===== src/rtl/priority_encoder.sv =====
// Registered priority encoder: samples the request vector on every rising
// clock edge and presents the index of the winning request together with a
// valid flag one cycle later. LSB_FIRST selects whether the highest or the
// lowest set index wins. Indices are zero-extended into ENC_W bits.
module priority_encoder #(
    parameter int unsigned WIDTH     = 8,
    parameter int unsigned ENC_W     = $clog2(WIDTH),
    parameter bit          LSB_FIRST = 1'b0
) (
    input  logic             clk,
    input  logic             rst_n,
    input  logic [WIDTH-1:0] req,
    output logic [ENC_W-1:0] enc,
    output logic             valid
);

    // Reject illegal parameterisations at elaboration time.
    if (WIDTH < 2 || WIDTH > 64) begin : g_bad_width
        $error("priority_encoder: WIDTH must be in 2..64");
    end
    if (ENC_W < $clog2(WIDTH)) begin : g_bad_enc_w
        $error("priority_encoder: ENC_W too small to hold every request index");
    end

    logic [ENC_W-1:0] enc_next;
    logic             valid_next;

    // Combinational priority selection: scan towards the winning end so that
    // the last set bit seen is the highest-priority one.
    always_comb begin
        enc_next   = '0;
        valid_next = |req;
        if (LSB_FIRST) begin
            for (int unsigned i = WIDTH; i > 0; i--) begin
                if (req[i-1]) begin
                    enc_next = ENC_W'(i - 1);
                end
            end
        end else begin
            for (int unsigned i = 0; i < WIDTH; i++) begin
                if (req[i]) begin
                    enc_next = ENC_W'(i);
                end
            end
        end
    end

    // Output registers, cleared asynchronously by reset.
    always_ff @(posedge clk or negedge rst_n) begin
        if (!rst_n) begin
            enc   <= '0;
            valid <= 1'b0;
        end else begin
            enc   <= enc_next;
            valid <= valid_next;
        end
    end

endmodule


===== config.mk =====
export PLATFORM = sky130hd
export DESIGN_NAME = priority_encoder
export DESIGN_NICKNAME = d
export VERILOG_FILES = /design/src/rtl/priority_encoder.sv
export SDC_FILE = /design/constraint.sdc
export NUM_CORES = 1
export LEC_CHECK = 0
export CORE_AREA = 4 4 41 43
export CTS_BUF_LIST = sky130_fd_sc_hd__clkbuf_4 sky130_fd_sc_hd__clkbuf_8
export DETAILED_ROUTE_END_ITERATION = 10
export DIE_AREA = 0 0 45 47
export HOLD_SLACK_MARGIN = 0.05
export PLACE_DENSITY = 0.43
export SLEW_MARGIN = 20
export SYNTH_ARGS = -nofsm -noshare
export SYNTH_HDL_FRONTEND = slang
export SYNTH_SLANG_ARGS = --single-unit

===== constraint.sdc =====
create_clock -name clk -period 1.19 [get_ports clk]
set_input_delay 0.2975 -clock clk [delete_from_list [all_inputs] [get_ports clk]]
set_output_delay 0.2975 -clock clk [all_outputs]
set_load 0.02 [all_outputs]

==> flow_metrics.env, run 1 <==
export IMPL_timing_final_crit_period_ps=1150
export IMPL_synth_enable_flop_cells=0
export IMPL_synthArstFlopShare_pct=100
export IMPL_placed_cells_incl_taps=44
export IMPL_rsz0062_at_grt="no"
export IMPL_cts_buffers=3
export IMPL_max_freq_ghz=0.867
export IMPL_wl_um=396
export IMPL_vias=178
export IMPL_grtUsageMet3_pct=3.45
export IMPL_synth_area_leaders="dfrtp_1 60%, nor2_1 9.0%, o31ai_2 7.5%"
export IMPL_ios=14
export IMPL_drt_iter0_drc=3
export IMPL_place_gp_congestion=0.751
export IMPL_grt_start_max_net_pins=5
export IMPL_seqPwrFrac_pct=38.5
export IMPL_worst_path_buf_inv=1
export IMPL_grtUsageMet1_pct=4.61
export IMPL_hold_viol_final=0
export IMPL_power_leakage_uw=0.000130
export IMPL_clock_power_share_pct=44.2
export IMPL_start_util_pct=12.8
export IMPL_ant_nets=0
export IMPL_area_delta_synth_final_pct=97.0
export IMPL_crit_path_max_incr_delay_ps=340
export IMPL_setup_tns_ps=0
export IMPL_cts_sinks=4
export IMPL_cp_slowest_cell="dfrtp_1"
export IMPL_synth_seq_area_share_pct=60.2
export IMPL_status="finished, final reports clean"
export IMPL_yosysTopAreaCell="dfrtp_1"
export IMPL_p_int_uw=291
export IMPL_critPathKind="register to primary output"
export IMPL_pwr_density_cell_nw_per_um2=1130
export IMPL_place_area_um2=315
export IMPL_viasPerCell=3.79
export IMPL_port_buffers=13
export IMPL_fill_cells=146
export IMPL_fin_cells=47
export IMPL_utilization_pct=25.2
export IMPL_path_delay_family="flip-flops"
export IMPL_end_kind="primary output"
export IMPL_relSlewSlack_pct=85.7
export IMPL_cp_arrival_ps=860
export IMPL_comb_power_share_pct=17.3
export IMPL_drc=0
export IMPL_use_met2_pct=6.78
export IMPL_grtUsageTotal_pct=5.16
export IMPL_core_area_um2=1300
export IMPL_antenna_cells=0
export IMPL_worst_setup_path_start_kind="register"
export IMPL_cts_root_buf="clkbuf_4"
export IMPL_wl_per_cell_um=8.43
export IMPL_num_rows=13
export IMPL_ir_drop_mv=0.214
export IMPL_layout_drive_gt1_share_pct=25.0
export IMPL_grt_pass1_wl_um=669
export IMPL_yosys_area_top_type_share_pct=60.2
export IMPL_cts_setup_buffers=0
export IMPL_antenna_found_initial=0
export IMPL_avgSynthCellArea_um2=10.4
export IMPL_cts_tree="built"
export IMPL_syn_nets=26
export IMPL_cts_hold_buffers=0
export IMPL_top_usage_layer="met4"
export IMPL_cp_max_fo=1
export IMPL_fin_area_um2=328
export IMPL_clkTransAtPathRegs_ps=40
export IMPL_crit_chain="clkdlybuf4s15_1"
export IMPL_ys_types=10
export IMPL_grt_overflow=0
export IMPL_maxSlewViolCount=0
export IMPL_ys_ff_latch=4
export IMPL_ys_flop_type="dfrtp_1"
export IMPL_syn_cell_area_um2=166
export IMPL_die_width_um=45
export IMPL_htreeDepth=1
export IMPL_dieArea_um2=2120
export IMPL_ys_warn_count=0
export IMPL_tightest_slew_ps=212
export IMPL_p_sw_uw=80.8
export IMPL_maxCapViolCount=0
export IMPL_yosys_top_cells_count="4 x dfrtp_1, 4 x nor2_1"
export IMPL_setup_violations=0
export IMPL_crit_required_ps=890
export IMPL_first_pass_iters=4
export IMPL_hold_class="primary input to asynchronous set/reset pin"
export IMPL_p_sw_share_pct=21.7
export IMPL_fin_crit_sh_pct=96.9
export IMPL_die_height_um=47
export IMPL_postSynthCellCount=16
export IMPL_cts_resized=8
export IMPL_clock_path_buffers=2
export IMPL_nets=44
export IMPL_first_global_vias=188
path summary, 6_finish.rpt:
| check | end | startpoint | slack (ps) | cells past startpoint |
|---|---|---|---|---|
| worst max-delay path | enc[2] | enc[2]$_DFF_PN0_ | 40 | 1 |
| worst min-delay path | enc[2]$_DFF_PN0_ | rst_n | 260 | 1 |
| max in group asynchronous | valid$_DFF_PN0_ | rst_n | 770 | 1 |
| min in group clk | valid$_DFF_PN0_ | req[0] | 680 | 3 |
final cells by class:
class                      count  area [µm²]  area share, %
clock buffer                   3        22.5           6.87
inverter                       2        7.51           2.29
multi-input combinational     10        58.8           17.9
sequential                     4         100           30.5
tap                           15        18.8           5.73
timing repair buffer          13         120           36.6
kinds of logic after synthesis:
| kind of cell | synth area share [%] |
|---|---|
| flops | 60.2 |
| simple gates | 15.0 |
| buf+inv | 4.51 |
| compound gates | 20.3 |
power groups by stage:
stage               logic [µW]  clock network, µW  registers (µW)
detailed placement        69.6                  0             145
global placement          68.6                  0             145
global route              71.4                179             144
finish                    64.2                164             143
CTS                       67.1                175             143
floorplan                 12.9                  0             152
placed cells by master (no fill, tap or decap):
cell             n
clkbuf_4         3
dfrtp_1          4
nor2_1           4
inv_2            1
clkdlybuf4s50_1  9
a21oi_1          1
nand2_1          1
inv_1            1
clkdlybuf4s15_1  2
nand4_1          1
clkbuf_2         2
o31ai_1          1
o31ai_2          1
a21oi_2          1
per-layer routing:
metal	part of all wire (%)	vias up
li1	-	87
met1	37	73
met2	36	16
met3	22	2
met4	4.3	0
met5	0	-
state kept, by name, summed over array words and instances (netlist names):
name	count
enc	3
valid	1
per-stage QoR:
stage / setup WS (ps) / total power [µW] / hold slack [ps]
after floorplan: 476 / 165 / 1.91
after global placement: -14.3 / 213 / 504
after detailed placement: -23.1 / 215 / 503
after CTS: 17.8 / 386 / 253
after global routing: 7.02 / 394 / 282
final: 36.8 / 372 / 260
(Power assumes the default switching activity.)
==> inputs of run 2 (changes only) <==
--- a/config.mk
+++ b/config.mk
@@ -10,6 +10,7 @@
 export DETAILED_ROUTE_END_ITERATION = 10
 export DIE_AREA = 0 0 45 47
 export HOLD_SLACK_MARGIN = 0.05
+export MAX_ROUTING_LAYER = met4
 export PLACE_DENSITY = 0.43
 export SLEW_MARGIN = 20
 export SYNTH_ARGS = -nofsm -noshare
==> results of run 2 <==
The final DEF is identical to that of run 1; final timing and power are the same.
Main changes from that run: final weighted congestion in routability-driven placement 0.751 -> 0.760; overall routing resource usage 5.16% -> 5.33%
==> variant 1 (config.mk and constraints of run 2) <==
`LSB_FIRST`: 1'b0 -> 1'b1.
--- a/src/rtl/priority_encoder.sv
+++ b/src/rtl/priority_encoder.sv
@@ -7,3 +7,3 @@
     parameter int unsigned ENC_W     = $clog2(WIDTH),
-    parameter bit          LSB_FIRST = 1'b0
+    parameter bit          LSB_FIRST = 1'b1
 ) (
Behaviour: not the same (a bounded check fails within 4 cycles, from zero or initial values and one cycle with rst_n low).
==> variant 1 against run 2 <==
Setup slack gained 3.3 ps; cell count is 2.1% higher; area after synthesis grew 9.0%; maximum frequency is 0.28% higher; total power shrank 0.68%; via count up 3.9%; critical path depth unchanged; final area increased by 7.6%; wire length grew 4.0%; sequential share of layout area fell by 2.2 points; global-route usage shrank 0.082 points; hold slack better by 4.6 ps; sequential cell count unchanged; critical path type unchanged; largest cell class unchanged; largest power group unchanged.
==> variant 1: results (changes against run 2) <==
stage,metric,value,unit,change
yosys,Netlist cell types,12,,+2
yosys,syn_nets,27,,+3.8%
timing,Worst-Margin Slew,279.6,ps,+67.26 ps
global_route,largest net degree at the start of global routing,5,,unchanged
final_layout,fraction of area in multi-input gates,0.2199,,+0.04047
final_layout,Inverters excl. clock,1,,-1
critical_path,Critical Path Start,valid,,
cts,Post-CTS Setup Bufs,0,,unchanged
final_layout,NonClk Buf Share,0.3688,,+0.002383
routing,routed length per placed instance,8.583,um,+1.9%
critical_path,delay of the slowest critical-path stage,340,ps,about the same
cts,post-CTS sizing,8,,unchanged
power,Max VDD drop,0.2417,mV,+13%
critical_path,Crit Path Max Fanout,1,,unchanged
critical_path,"delay-heaviest family, CP",flip-flops,,
global_route,first-pass GRT wire length,683,um,+2.1%
yosys,asr flop ratio synth,1.000,,unchanged
power,Reg power frac,0.389,,+0.004
run_status,status,"finished, final reports clean",,
power,switching share of power,0.2065,,-0.01087
yosys,sequential share of the synthesized area,0.5517,,-0.04978
final_layout,clock network area share,0.06383,,-0.004873
routing,drt pass-1 iters,2,,-2
power,Clk network pwr share,0.430,,-0.012
final_layout,#MultiIn Comb,12,,+2
routing,via count,185,,+3.9%
power,leakage,0.1639,nW,+26%
global_route,GR Util All Layers,0.05246,,-0.0008197
power,P per Cell Area,1046,mW/mm^2,-7.7%
final_layout,Fill cells,150,,+2.7%
final_layout,Max-area cell class,non-clock buffers,,
placement,GPL Wtd Cong,0.6877,,-9.5%
hold_path,Worst Hold Class,in2async,,
cts,"Reg clk slew, reported paths",30,ps,
placement,estimated wirelength of the detail-placed design,350.7,um,
global_route,vias in the first global route,200,,+6.4%
cts,CTS H-Tree Depth,1,,unchanged
cts,maximum buffer depth of the clock tree,2,,unchanged
final_layout,Largest regs,"enc x3, valid x1",,
yosys,number of synthesized register bits,4,,unchanged
cts,clock root buffer master,clkbuf_4,,
critical_path,"Slowest-stage cell, CP",dfrtp_1,,
routing,Total Wirelength,412,um,+4.0%
routing,initial drt markers,1,,-2
final_layout,Non-clk bufs,13,,unchanged
placement,Inst Count DP,45,,+2.3%
yosys,Avg Synthesized Cell Area,10.67,um^2,+2.6%
critical_path,capture point of the critical path,valid,,
final_layout,layout clock buffer count,3,,unchanged
yosys,Synth area leaders,"dfrtp_1 55%, nor4_2 6.9%, nor2_1 6.2%, and3b_1 4.8%, o41ai_1 4.8%",,
placement,port bufs,13,,unchanged
final_layout,share of cells above drive strength 1,0.1515,,-0.09848
final_layout,Seq area share,0.2837,,-0.02166
final_layout,antenna cell count,0,,unchanged
yosys,most frequent cells after synthesis,"4 x dfrtp_1, 3 x nor2_1",,
global_route,initial antenna violation count,0,,unchanged
yosys,Ys Warns,0,,unchanged
==> variant 1: logic make-up after synthesis <==
family                 Yosys count  share of synthesized area
and+or+nand+nor                  7                     0.2414
AOI/OAI and AO/OA                5                     0.1862
DFF                              4                     0.5517
buffers and inverters            1                    0.02067
==> variant 1: per-layer routing <==
layer	global-route usage	vias up	routed length (um)
met2	0.07345	14	173
met3	0.02682	0	95
met1	0.04378	78	144
met5	-	-	0
met4	0.07018	0	0
li1	-	93	-
==> variant 1: per-stage QoR <==
stage	area, um^2	utilization	setup TNS, ps	hold WS, ps	setup WS, ps
2_1_floorplan	181.4	-	0	1.909	318.3
3_3_place_gp	330.3	0.2538	-363.4	504.6	-166.7
3_5_place_dp	330.3	0.2538	-433.7	504.1	-197.9
4_1_cts	352.8	0.2712	0	256.4	20.56
5_1_grt	352.8	0.2712	0	277.5	2.842
6_report	352.8	0.2712	0	264.3	40.03
==> variant 2 (flow settings as in run 2) <==
Without the edit above. Register the input `req` before use. The logic sees it one clock later.
--- a/src/rtl/priority_encoder.sv
+++ b/src/rtl/priority_encoder.sv
@@ -16,2 +16,8 @@
 
+    logic [WIDTH-1:0] req_q;
+
+    always_ff @(posedge clk) begin
+        req_q <= req;
+    end
+
     // Reject illegal parameterisations at elaboration time.
@@ -31,6 +37,6 @@
         enc_next   = '0;
-        valid_next = |req;
+        valid_next = |req_q;
         if (LSB_FIRST) begin
             for (int unsigned i = WIDTH; i > 0; i--) begin
-                if (req[i-1]) begin
+                if (req_q[i-1]) begin
                     enc_next = ENC_W'(i - 1);
@@ -40,3 +46,3 @@
             for (int unsigned i = 0; i < WIDTH; i++) begin
-                if (req[i]) begin
+                if (req_q[i]) begin
                     enc_next = ENC_W'(i);
Formal check against the unedited RTL: not equivalent (a bounded check fails within 4 cycles, from zero or initial values and one cycle with rst_n low).
==> variant 2 against run 2 <==
Area after synthesis grew 96%; total power grew 110%; synthesized cell count grew 50%; clock power grew 85%; non-clock buffer count is the same; first-iteration DRC count shrank 100%; die area is the same; wire length grew 18%; sequential cell count grew 8; sequential share of layout area grew 22 points; via count grew 18%; hold slack lost 31 ps; setup slack lost 5.2 ps; final area grew 52%.
==> variant 2: results (changes against run 2) <==
stage,metric,value,unit,change
run_status,status,"finished, final reports clean",,
yosys,Ys Warns,0,,unchanged
final_layout,Largest regs,"req_q x8, enc x3, valid x1",,
cts,CTS H-Tree Depth,1,,unchanged
placement,Inst Count DP,52,,+18%
cts,post-CTS sizing,13,,+5
cts,maximum buffer depth of the clock tree,2,,unchanged
routing,routed length per placed instance,8.357,um,-0.81%
final_layout,antenna cell count,0,,unchanged
yosys,syn_nets,34,,+31%
cts,worst skew pair latency,260,ps,
routing,vias per cell,3.750,,-0.98%
timing,Worst-Margin Slew,181.0,ps,-31.32 ps
yosys,sequential share of the synthesized area,0.7969,,+0.1954
cts,Post-CTS Setup Bufs,0,,unchanged
yosys,most frequent cells after synthesis,"8 x dfxtp_1, 4 x dfrtp_1, 4 x nor2_1",,
yosys,"EDFF count, synth",0,,unchanged
power,switching power,0.1495,mW,+85%
critical_path,"delay-heaviest family, CP",flip-flops,,
power,leakage,0.2012,nW,+55%
routing,drt pass-1 iters,1,,-3
hold_path,Worst Hold Class,in2async,,
cts,"Reg clk slew, reported paths",70,ps,+30 ps
yosys,Avg Synthesized Cell Area,13.61,um^2,+31%
placement,pre-CTS WS,-28.33,ps,-5.212 ps
final_layout,Finished Layout Cells,56,,+19%
power,Max VDD drop,0.5564,mV,+160%
critical_path,Worst EP arrival,860,ps,about the same
global_route,first-pass GRT wire length,703,um,+5.1%
cts,clock root buffer master,clkbuf_4,,
routing,initial drt markers,0,,-3
placement,GPL Wtd Cong,0.5784,,-24%
global_route,GR Util All Layers,0.05116,,-0.002124
yosys,asr flop ratio synth,0.3333,,-0.6667
global_route,vias in the first global route,195,,+3.7%
final_layout,share of cells above drive strength 1,0.2683,,+0.01829
global_route,largest net degree at the start of global routing,8,,+3
timing,Fin Clk Skew,0.6961,ps,
yosys,prevailing post-synth register cell,dfxtp_1,,
cts,cts bufs inserted,3,,unchanged
yosys,Netlist cell types,11,,+1
yosys,Synth area leaders,"dfxtp_1 49%, dfrtp_1 31%, nor2_1 4.6%, o31ai_2 3.8%, a21oi_2 2.7%",,
critical_path,delay of the slowest critical-path stage,360,ps,+20 ps
critical_path,Crit Path Max Fanout,1,,unchanged
critical_path,Reg2Reg Depth,2,,
variant 2: changes by cell type after synthesis, sizes merged:
cell	before	now
dfxtp	0	8
variant 2: routing by layer:
metal / global-route usage / wire (um)
met1: 0.04930 / 174
met2: 0.08192 / 218
met4: 0.03509 / 0
met3: 0.02299 / 75
met5: - / 0
variant 2: worst paths after layout:
path,startpoint,slack (ps),endpoint
worst max-delay path,enc[1],30,enc[1]
worst min-delay path,rst_n,230,enc[1]
worst max register to register,req_q[6],440,valid
worst min register to register,req_q[0],450,valid
max in group asynchronous,rst_n,800,enc[0]
min in group clk,req_q[0],450,valid
variant 2: final cells by class:
cell class / instances / area [um^2]
multi-input cells: 10 / 58.81
well taps: 15 / 18.77
inverters: 2 / 7.507
repair buffers: 13 / 116.4
flip-flops and latches: 12 / 260.3
fillers: 139 / 803.3
clock buffers: 4 / 36.28
variant 2: power by group through the flow:
stage	Combinational (mW)	Sequential [mW]	Clock [mW]
global route	0.0619	0.436	0.327
global placement	0.0615	0.442	0
detailed placement	0.0623	0.443	0
CTS	0.0603	0.434	0.316
floorplan	0.0124	0.448	0
finish	0.0575	0.433	0.304
variant 2: cells by family after synthesis:
family,share of synthesized area
flops,0.7969
compound gates,0.1034
buf+inv,0.02297
simple gates,0.07662
variant 2: stage by stage:
step                      instance area [um^2]  hold WS [ps]  power, mW
final                                    498.0         228.9     0.7948
after CTS                                510.5         228.7     0.8098
after floorplan                          326.6         1.909     0.4608
after detailed placement                 475.5         436.5     0.5054
after global routing                     498.0         240.5     0.8254
after global placement                   475.5         436.7     0.5039
